### config.mk
export PLATFORM = sky130hd
export DESIGN_NAME = div_share_arbiter_flat
export DESIGN_NICKNAME = d
export VERILOG_FILES = /design/src/rtl/div_share_arbiter_if.sv /design/src/rtl/div_share_arbiter.sv /design/src/flat_wrapper.sv
export SDC_FILE = /design/constraint.sdc
export NUM_CORES = 1
export LEC_CHECK = 0
export CAP_MARGIN = 15
export CORE_AREA = 2 2 179 181
export CTS_BUF_LIST = sky130_fd_sc_hd__clkbuf_16
export DETAILED_ROUTE_END_ITERATION = 6
export DIE_AREA = 0 0 181 183
export GPL_TIMING_DRIVEN = 0
export PLACE_DENSITY_LB_ADDON = 0.08
export SLEW_MARGIN = 20
export SYNTH_ARGS = -nofsm -noshare
export SYNTH_HDL_FRONTEND = slang
export SYNTH_SLANG_ARGS = --single-unit
export TNS_END_PERCENT = 10
### constraint.sdc
create_clock -name clk -period 4.1 [get_ports clk]
set_clock_uncertainty 0.05 [all_clocks]
set_input_delay 0.615 -clock clk [delete_from_list [all_inputs] [get_ports clk]]
set_output_delay 0.615 -clock clk [all_outputs]
set_load 0.02 [all_outputs]
### src/rtl/div_share_arbiter_if.sv
// Signal bundle between the shared-divider arbiter, its requesters and the divider.
// The master view belongs to the arbiter; the slave view is the surrounding logic.
interface div_share_arbiter_if #(
    parameter int NUM_REQ = 4,
    parameter int ID_W    = 2
);
    logic [NUM_REQ-1:0]    req_valid;
    logic [32*NUM_REQ-1:0] req_dividend;
    logic [32*NUM_REQ-1:0] req_divisor;
    logic [NUM_REQ-1:0]    req_ready;

    logic                  rsp_valid;
    logic                  rsp_ready;
    logic [ID_W-1:0]       rsp_id;
    logic [31:0]           rsp_quotient;
    logic [31:0]           rsp_remainder;
    logic                  rsp_err;

    logic                  div_start;
    logic [31:0]           div_dividend;
    logic [31:0]           div_divisor;
    logic [31:0]           div_quotient;
    logic [31:0]           div_remainder;
    logic                  div_done;

    modport master (
        input  req_valid, req_dividend, req_divisor, rsp_ready,
               div_quotient, div_remainder, div_done,
        output req_ready, rsp_valid, rsp_id, rsp_quotient, rsp_remainder, rsp_err,
               div_start, div_dividend, div_divisor
    );

    modport slave (
        output req_valid, req_dividend, req_divisor, rsp_ready,
               div_quotient, div_remainder, div_done,
        input  req_ready, rsp_valid, rsp_id, rsp_quotient, rsp_remainder, rsp_err,
               div_start, div_dividend, div_divisor
    );
endinterface

### src/rtl/div_share_arbiter.sv
// Round-robin arbiter sharing one iterative divider between NUM_REQ requesters;
// one transaction in flight, result returned tagged with the requester id.
module div_share_arbiter #(
    parameter int NUM_REQ = 4,
    parameter int ID_W    = 2
) (
    input  logic                clk,
    input  logic                reset,
    div_share_arbiter_if.master bus
);

    typedef enum logic [1:0] {
        ST_IDLE = 2'd0,
        ST_BUSY = 2'd1,
        ST_RESP = 2'd2
    } state_t;

    state_t              state_r;
    state_t              state_nxt_s;
    logic [ID_W-1:0]     ptr_r;
    logic [31:0]         op_dividend_r;
    logic [31:0]         op_divisor_r;
    logic [ID_W-1:0]     rsp_id_r;
    logic [31:0]         rsp_quotient_r;
    logic [31:0]         rsp_remainder_r;
    logic                rsp_err_r;

    logic [NUM_REQ-1:0]  higher_s;
    logic [NUM_REQ-1:0]  cand_s;
    logic                grant_found_s;
    logic [ID_W-1:0]     grant_idx_s;
    logic                grant_s;
    logic [31:0]         grant_dividend_s;
    logic [31:0]         grant_divisor_s;

    // Round-robin pick: requesters above the pointer first, otherwise wrap to the lowest valid one.
    always_comb begin
        higher_s         = '0;
        grant_idx_s      = '0;
        grant_dividend_s = 32'd0;
        grant_divisor_s  = 32'd0;
        for (int i = 0; i < NUM_REQ; i++) begin
            if (i > int'(ptr_r)) begin
                higher_s[i] = bus.req_valid[i];
            end else begin
                higher_s[i] = 1'b0;
            end
        end
        cand_s        = (|higher_s) ? higher_s : bus.req_valid;
        grant_found_s = |cand_s;
        for (int i = NUM_REQ - 1; i >= 0; i--) begin
            if (cand_s[i]) begin
                grant_idx_s = ID_W'(i);
            end else begin
                grant_idx_s = grant_idx_s;
            end
        end
        for (int i = 0; i < NUM_REQ; i++) begin
            if (grant_idx_s == ID_W'(i)) begin
                grant_dividend_s = bus.req_dividend[32*i +: 32];
                grant_divisor_s  = bus.req_divisor[32*i +: 32];
            end else begin
                grant_dividend_s = grant_dividend_s;
                grant_divisor_s  = grant_divisor_s;
            end
        end
    end

    assign grant_s = (state_r == ST_IDLE) && grant_found_s;

    // One-hot ready decode, only ever towards a valid requester.
    always_comb begin
        bus.req_ready = '0;
        for (int i = 0; i < NUM_REQ; i++) begin
            if (grant_s && (grant_idx_s == ID_W'(i))) begin
                bus.req_ready[i] = 1'b1;
            end else begin
                bus.req_ready[i] = 1'b0;
            end
        end
    end

    // Next-state logic; RESP waits for both the consumer and the divider's done to clear.
    always_comb begin
        state_nxt_s = state_r;
        case (state_r)
            ST_IDLE: begin
                if (grant_found_s) begin
                    state_nxt_s = (grant_divisor_s == 32'd0) ? ST_RESP : ST_BUSY;
                end else begin
                    state_nxt_s = ST_IDLE;
                end
            end
            ST_BUSY: begin
                if (bus.div_done) begin
                    state_nxt_s = ST_RESP;
                end else begin
                    state_nxt_s = ST_BUSY;
                end
            end
            ST_RESP: begin
                if (bus.rsp_ready && !bus.div_done) begin
                    state_nxt_s = ST_IDLE;
                end else begin
                    state_nxt_s = ST_RESP;
                end
            end
            default: state_nxt_s = ST_IDLE;
        endcase
    end

    // State register.
    always_ff @(posedge clk or posedge reset) begin
        if (reset) begin
            state_r <= ST_IDLE;
        end else begin
            state_r <= state_nxt_s;
        end
    end

    // Operand latch on grant, result capture on done; zero divisor answers directly.
    always_ff @(posedge clk or posedge reset) begin
        if (reset) begin
            ptr_r           <= ID_W'(NUM_REQ - 1);
            op_dividend_r   <= 32'd0;
            op_divisor_r    <= 32'd0;
            rsp_id_r        <= '0;
            rsp_quotient_r  <= 32'd0;
            rsp_remainder_r <= 32'd0;
            rsp_err_r       <= 1'b0;
        end else if (grant_s) begin
            ptr_r         <= grant_idx_s;
            op_dividend_r <= grant_dividend_s;
            op_divisor_r  <= grant_divisor_s;
            rsp_id_r      <= grant_idx_s;
            if (grant_divisor_s == 32'd0) begin
                rsp_quotient_r  <= 32'hFFFF_FFFF;
                rsp_remainder_r <= 32'hFFFF_FFFF;
                rsp_err_r       <= 1'b1;
            end
        end else if ((state_r == ST_BUSY) && bus.div_done) begin
            rsp_quotient_r  <= bus.div_quotient;
            rsp_remainder_r <= bus.div_remainder;
            rsp_err_r       <= 1'b0;
        end
    end

    assign bus.div_start     = (state_r == ST_BUSY);
    assign bus.div_dividend  = (state_r == ST_BUSY) ? op_dividend_r : 32'd0;
    assign bus.div_divisor   = (state_r == ST_BUSY) ? op_divisor_r  : 32'd0;
    assign bus.rsp_valid     = (state_r == ST_RESP);
    assign bus.rsp_id        = rsp_id_r;
    assign bus.rsp_quotient  = rsp_quotient_r;
    assign bus.rsp_remainder = rsp_remainder_r;
    assign bus.rsp_err       = rsp_err_r;

endmodule

### src/flat_wrapper.sv
// flat-port wrapper written by rule: the top's interface ports become plain ports
module div_share_arbiter_flat 
#(
    parameter int NUM_REQ = 4,
    parameter int ID_W    = 2
)
  (clk, reset, bus_req_valid, bus_req_dividend, bus_req_divisor, bus_rsp_ready, bus_div_quotient, bus_div_remainder, bus_div_done, bus_req_ready, bus_rsp_valid, bus_rsp_id, bus_rsp_quotient, bus_rsp_remainder, bus_rsp_err, bus_div_start, bus_div_dividend, bus_div_divisor);
  div_share_arbiter_if #(.NUM_REQ(NUM_REQ), .ID_W(ID_W)) bus_i ();
  input  logic clk;
  input  logic reset;
  input wire logic [$bits(bus_i.req_valid)-1:0] bus_req_valid;
  input wire logic [$bits(bus_i.req_dividend)-1:0] bus_req_dividend;
  input wire logic [$bits(bus_i.req_divisor)-1:0] bus_req_divisor;
  input wire logic [$bits(bus_i.rsp_ready)-1:0] bus_rsp_ready;
  input wire logic [$bits(bus_i.div_quotient)-1:0] bus_div_quotient;
  input wire logic [$bits(bus_i.div_remainder)-1:0] bus_div_remainder;
  input wire logic [$bits(bus_i.div_done)-1:0] bus_div_done;
  output wire logic [$bits(bus_i.req_ready)-1:0] bus_req_ready;
  output wire logic [$bits(bus_i.rsp_valid)-1:0] bus_rsp_valid;
  output wire logic [$bits(bus_i.rsp_id)-1:0] bus_rsp_id;
  output wire logic [$bits(bus_i.rsp_quotient)-1:0] bus_rsp_quotient;
  output wire logic [$bits(bus_i.rsp_remainder)-1:0] bus_rsp_remainder;
  output wire logic [$bits(bus_i.rsp_err)-1:0] bus_rsp_err;
  output wire logic [$bits(bus_i.div_start)-1:0] bus_div_start;
  output wire logic [$bits(bus_i.div_dividend)-1:0] bus_div_dividend;
  output wire logic [$bits(bus_i.div_divisor)-1:0] bus_div_divisor;
  assign bus_i.req_valid = bus_req_valid;
  assign bus_i.req_dividend = bus_req_dividend;
  assign bus_i.req_divisor = bus_req_divisor;
  assign bus_i.rsp_ready = bus_rsp_ready;
  assign bus_i.div_quotient = bus_div_quotient;
  assign bus_i.div_remainder = bus_div_remainder;
  assign bus_i.div_done = bus_div_done;
  assign bus_req_ready = bus_i.req_ready;
  assign bus_rsp_valid = bus_i.rsp_valid;
  assign bus_rsp_id = bus_i.rsp_id;
  assign bus_rsp_quotient = bus_i.rsp_quotient;
  assign bus_rsp_remainder = bus_i.rsp_remainder;
  assign bus_rsp_err = bus_i.rsp_err;
  assign bus_div_start = bus_i.div_start;
  assign bus_div_dividend = bus_i.div_dividend;
  assign bus_div_divisor = bus_i.div_divisor;
  div_share_arbiter #(.NUM_REQ(NUM_REQ), .ID_W(ID_W)) u_core (.clk(clk), .reset(reset), .bus(bus_i));
endmodule
* Word level (Yosys, flattened, before mapping)
Cells that the tools add are included.
** Storage, ports and cells
- Input bits :: 328
- Latch bits :: 0
- Bits in registers :: 135
- Output and inout port bits :: 137
- Memories kept :: 0
- Memory bits (writable) :: 0
- ROM bits :: 0
** Operators by class
- Magnitude comparators :: 3
- Bitwise gates (word level) :: 0
- Reduce and logical (&&, ||, !) cells :: 15
- Shift operators :: 0
- Multiply operators :: 0
- Multiplexer cells :: 35
- Equality and inequality tests :: 6
- Add/subtract/negate cells :: 0
- Div/mod/pow operators :: 0
** Operators by type and width (number)
- 2-to-1 mux 32 bit :: 15
- logical NOT 32 bit :: 1
- 2-to-1 mux 2 bit :: 8
- 2-to-1 mux 1 bit :: 10
- logical AND 1 bit :: 7
- == test 2 bit (second input constant) :: 3
- one-hot mux 2 bit (3 select lines) :: 1
- == test 2 x 1 -> 1 bit (second input constant) :: 2
- > comparator 2 bit (first input constant) :: 2
- logical NOT 2 bit :: 2
- 2-to-1 mux 4 bit :: 1
- OR reduction 4 bit :: 1
- OR reduction 3 bit :: 1
- > comparator 1 x 2 -> 1 bit (first input constant) :: 1
- != test 2 bit (second input constant) :: 1
- AND reduction 2 bit :: 1
- nonzero test 2 bit :: 1
- logical NOT 1 bit :: 1

* Logic depth before layout (Yosys ltp)
- Depth in word-level cells :: 17
- Gate-level depth with buffers :: 13
- Mapped depth without buffers :: 8

* Worst setup path before layout
No wires, ideal clock.
- Kind :: input to output
- Start :: input bus_req_valid[1]
- End :: output bus_req_ready[2]
- Setup slack :: 851 ps
- Cell stages on the path :: 7
- Required time :: 3435 ps
- Arrival :: 2584 ps
- Cell sequence :: buf_6 > or2_2 > o31ai_1 > clkbuf_1 > clkbuf_1 > buf_1 > nor2_1
** Between the ends
- Word-level cells in the longest chain between the ends :: 10
- Elaborated cells on any way between the ends :: 12
** RTL lines
- start, declared :: line flat_wrapper.sv:11 : input wire logic [$bits(bus_i.req_valid)-1:0] bus_req_valid;
- 2-to-1 mux 1 bit :: line div_share_arbiter.sv:43 : if (i > int'(ptr_r)) begin
- OR reduction 3 bit :: line div_share_arbiter.sv:49 : cand_s = (|higher_s) ? higher_s : bus.req_valid;
- 2-to-1 mux 4 bit (*) :: line div_share_arbiter.sv:49
- 2-to-1 mux 2 bit (4 in a row) :: line div_share_arbiter.sv:52 : if (cand_s[i]) begin
- == test 2 bit :: line div_share_arbiter.sv:75 : if (grant_s && (grant_idx_s == ID_W'(i))) begin
- logical AND 1 bit (*) :: line div_share_arbiter.sv:75
- 2-to-1 mux 1 bit (*) :: line div_share_arbiter.sv:75
- end, declared :: line flat_wrapper.sv:18 : output wire logic [$bits(bus_i.req_ready)-1:0] bus_req_ready;
Every way passes the cells marked *; elsewhere a longest branch is shown, timed or not.

* Final worst setup path
- Start :: input bus_req_valid[0]
- End :: output bus_req_ready[0]
** Between the ends
- Word-level cells in the longest chain between the ends :: 5
- Elaborated cells on any way between the ends :: 7
** RTL lines (line)
- 2-to-1 mux 4 bit (*) :: div_share_arbiter.sv:49
- OR reduction 4 bit / 2-to-1 mux 2 bit (equally long branches) :: div_share_arbiter.sv:50, div_share_arbiter.sv:52
- logical AND 1 bit / logical NOT 2 bit (equally long branches) :: div_share_arbiter.sv:69, div_share_arbiter.sv:75
- logical AND 1 bit (*) :: div_share_arbiter.sv:75
- 2-to-1 mux 1 bit (*) :: div_share_arbiter.sv:75
Marks and branches as above.

==> flow_summary.yaml <==
run_status:
  status: "complete, no violations"
cells_and_area:
  multi_input_area_sq_um: 4300
  final_cells: 1798
  final_cell_mix: "463 x clkdlybuf4s50_1, 146 x nand2_1, 133 x dfrtp_1"
  final_nets: 1710
  final_common_cell: "clkdlybuf4s50_1"
  fill_cells: 3145
  finalInstanceArea_sq_um: 14000
  area_growth_pct: 73.5
  layout-drive-gt1-share_pct: 9.61
  regArea_sq_um: 3380
power:
  power_mw: 9.75
  leakagePower_nw: 5.79
  p_per_area_nw_per_um2: 699
  vdd_ir_drop_max_mv: 0.288
timing:
  finalSetupViolCount: 0
  hold_viol: 0
  finalCritPeriodShare_pct: 97.3
  final.setup.worst_slack_ns: 0.111
  maxSlewViolCount: 0
  holdWs_ns: 0.417
  tightest_slew_ns: 0.766
  relSlewSlack_pct: 49.0
  post-route-min-period_ns: 3.99
  fmaxAchievable_mhz: 251
  rsz0062_at_grt: "no"
routing:
  drc: 0
  postRouteAntennaNets: 0
  drtIter0Drc: 446
  vias_per_cell: 4.88
  wl_per_cell_microns: 21.3
  dr.pass1.iters: 6
  vias: 8770
  drt-total-wl_mm: 38.3
clocking:
  cts.path.max_buffers: 2
  clock_latency_ns: 0.42
  cts_sinks: 135
  cts_buffers: 17
  path_clk_slew_ns: 0.06
  htreeDepth: 4
  cts_root_buf: "clkbuf_16"
  tritoncts: "yes"
  ctsHoldBuffers: 0
floorplan:
  die_w_microns: 181
  io_pins: 465
  start_util_pct: 25.7
  fp-row-count: 65
  design.core.area_sq_um: 31200
  die_y_microns: 183
  dieArea_sq_um: 33100
critical_path:
  endpoint_kind: "output pin"
  max_stage_delay_ns: 0.66
  start_kind: "input port"
  critPathArrivalTime_ns: 3.32
  slowest_stage: "clkdlybuf4s50_1"
  path_common_cell: "clkdlybuf4s50_1"
  path_max_fanout: 10
  critical_path_required_ns: 3.43
  worstPathCellList: "clkdlybuf4s50_1 -> and3b_1 -> a311o_1 -> buf_2 -> clkbuf_2 -> and2_1 -> clkdlybuf4s50_1"
  crit_type: "input port to output pin"
run:
  drv_cap: 0
logic_synthesis:
  synth.largest_area_cell: "dfrtp_1"
  yosysWarnings: 0
  synth_edf_count: 0
  synthArstFlopShare_pct: 100
  yosysSeqAreaShare_pct: 42.0
  avgSynthCellArea_sq_um: 8.99
  syn_inst: 894
  yosysUniqueCellTypes: 60
  synth-seq-cells: 135
  synth_nets: 1222
  ys_top_cells_by_area: "dfrtp_1 41%, mux2i_1 8.1%, nand2_1 6.8%"
  synth_top_area_share_pct: 41.4
  synth_ff_type: "dfrtp_1"
  syn-cell-area_sq_um: 8040
placement:
  port_buffers: 463
  numPlacedInstances: 1765
  post-place-ws_ns: -1.14
  post-dp-hpwl_mm: 31.0
  gp_congestion: 0.901
  placed_area_sq_um: 13300
grt:
  grt_max_degree: 28
  grt_overflow_total: 0
  antenna_found_initial: 3
  first_global_vias: 8956
  grt.total_usage_pct: 22.7
  grt_pass1_wl_mm: 56.5
hold_path:
  min_path_type: "register to register"
[worst paths after layout]
path                                    startpoint  slack, ns  cells after the start                           to
setup reg to reg                   u_core.ptr_r[1]       0.45                     13  u_core.bus.rsp_quotient[17]
setup / recovery                  bus_req_valid[0]       0.11                      7             bus_req_ready[0]
hold / removal             u_core.op_divisor_r[31]       0.42                      2      u_core.op_divisor_r[31]
min in group asynchronous                    reset       0.55                      2      u_core.op_divisor_r[22]
hold reg to reg            u_core.op_divisor_r[31]       0.42                      2      u_core.op_divisor_r[31]
max in group asynchronous                    reset       2.68                      4              u_core.ptr_r[0]
[cell type report]
type	count	area share, %
antenna	2	0.0359
buffer	80	2.78
clock buffer	17	3.05
clock inverter	14	1.14
inverter	6	0.188
multi-input combinational	672	30.8
sequential	135	24.2
tap	402	3.61
timing repair buffer	470	34.1
[power by group]
group / switching (mW) / internal (mW) / leakage (nW)
Combinational: 3.42 / 2.43 / 3.88
Sequential: 0.335 / 2.01 / 1.64
Clock: 0.610 / 0.946 / 0.274
Total: 4.37 / 5.39 / 5.79
[sequential cells by signal, summed over array words and instances, names as in the netlist]
register / cells
u_core.bus.rsp_remainder: 32
u_core.bus.rsp_err: 1
u_core.ptr_r: 2
u_core.state_r: 2
u_core.bus.rsp_id: 2
u_core.bus.rsp_quotient: 32
u_core.op_divisor_r: 32
u_core.op_dividend_r: 32
[cells by family after synthesis]
kind of cell           Yosys count  share of synthesized area (%)
buffers and inverters           87                           4.92
and+or+nand+nor                283                           16.9
DFF                            135                           42.0
muxes                           67                           8.37
AOI/OAI and AO/OA              322                           27.8
[cells in the mapped netlist (3+ instances only)]
cell type	n
a2bb2oi_1	7
buf_1	10
buf_6	7
nor3_1	9
nand2_1	146
o22ai_1	3
inv_1	6
a21oi_1	52
a22o_1	3
dfrtp_1	133
clkbuf_1	55
o21ai_2	50
a221oi_2	3
nand3_1	18
o21ai_0	100
a221oi_1	38
o2bb2ai_1	13
and2_1	66
nand2b_1	3
nor2b_1	6
nand4_1	5
a222oi_1	3
mux2i_1	65
a31oi_1	12
nor4_1	7
nor2_1	14
a2111o_1	4
o31ai_1	4
o21a_1	3
buf_2	7
[critical path, delay by kind of cell]
family,cells,cell delay [ns]
buffers and inverters,4,1.97
and+or+nand+nor,2,0.46
AOI/OAI and AO/OA,1,0.27
[per-stage QoR]
step	util (%)	setup TNS [ns]
3_3_place_gp	42.2	-78.76
2_1_floorplan	-	0
5_1_grt	44.7	0
4_1_cts	44.6	0
3_5_place_dp	42.6	-55.07
6_report	44.7	0
[metal layers]
metal / part of all wire, % / global-route usage (%)
met2: 48 / 38.0
met3: 7.2 / 6.83
met5: 0.070 / 0
met4: 1.8 / 5.56
met1: 43 / 28.8
[timing repair]
item | CTS | global route
cloned | 0 | 0
setup buffers | 1 | 0
pin swaps | 1 | 0
endpoints found under the setup margin | 69 | 63
gates resized for setup | 15 | 15
Power figures use the tool's default switching activity.
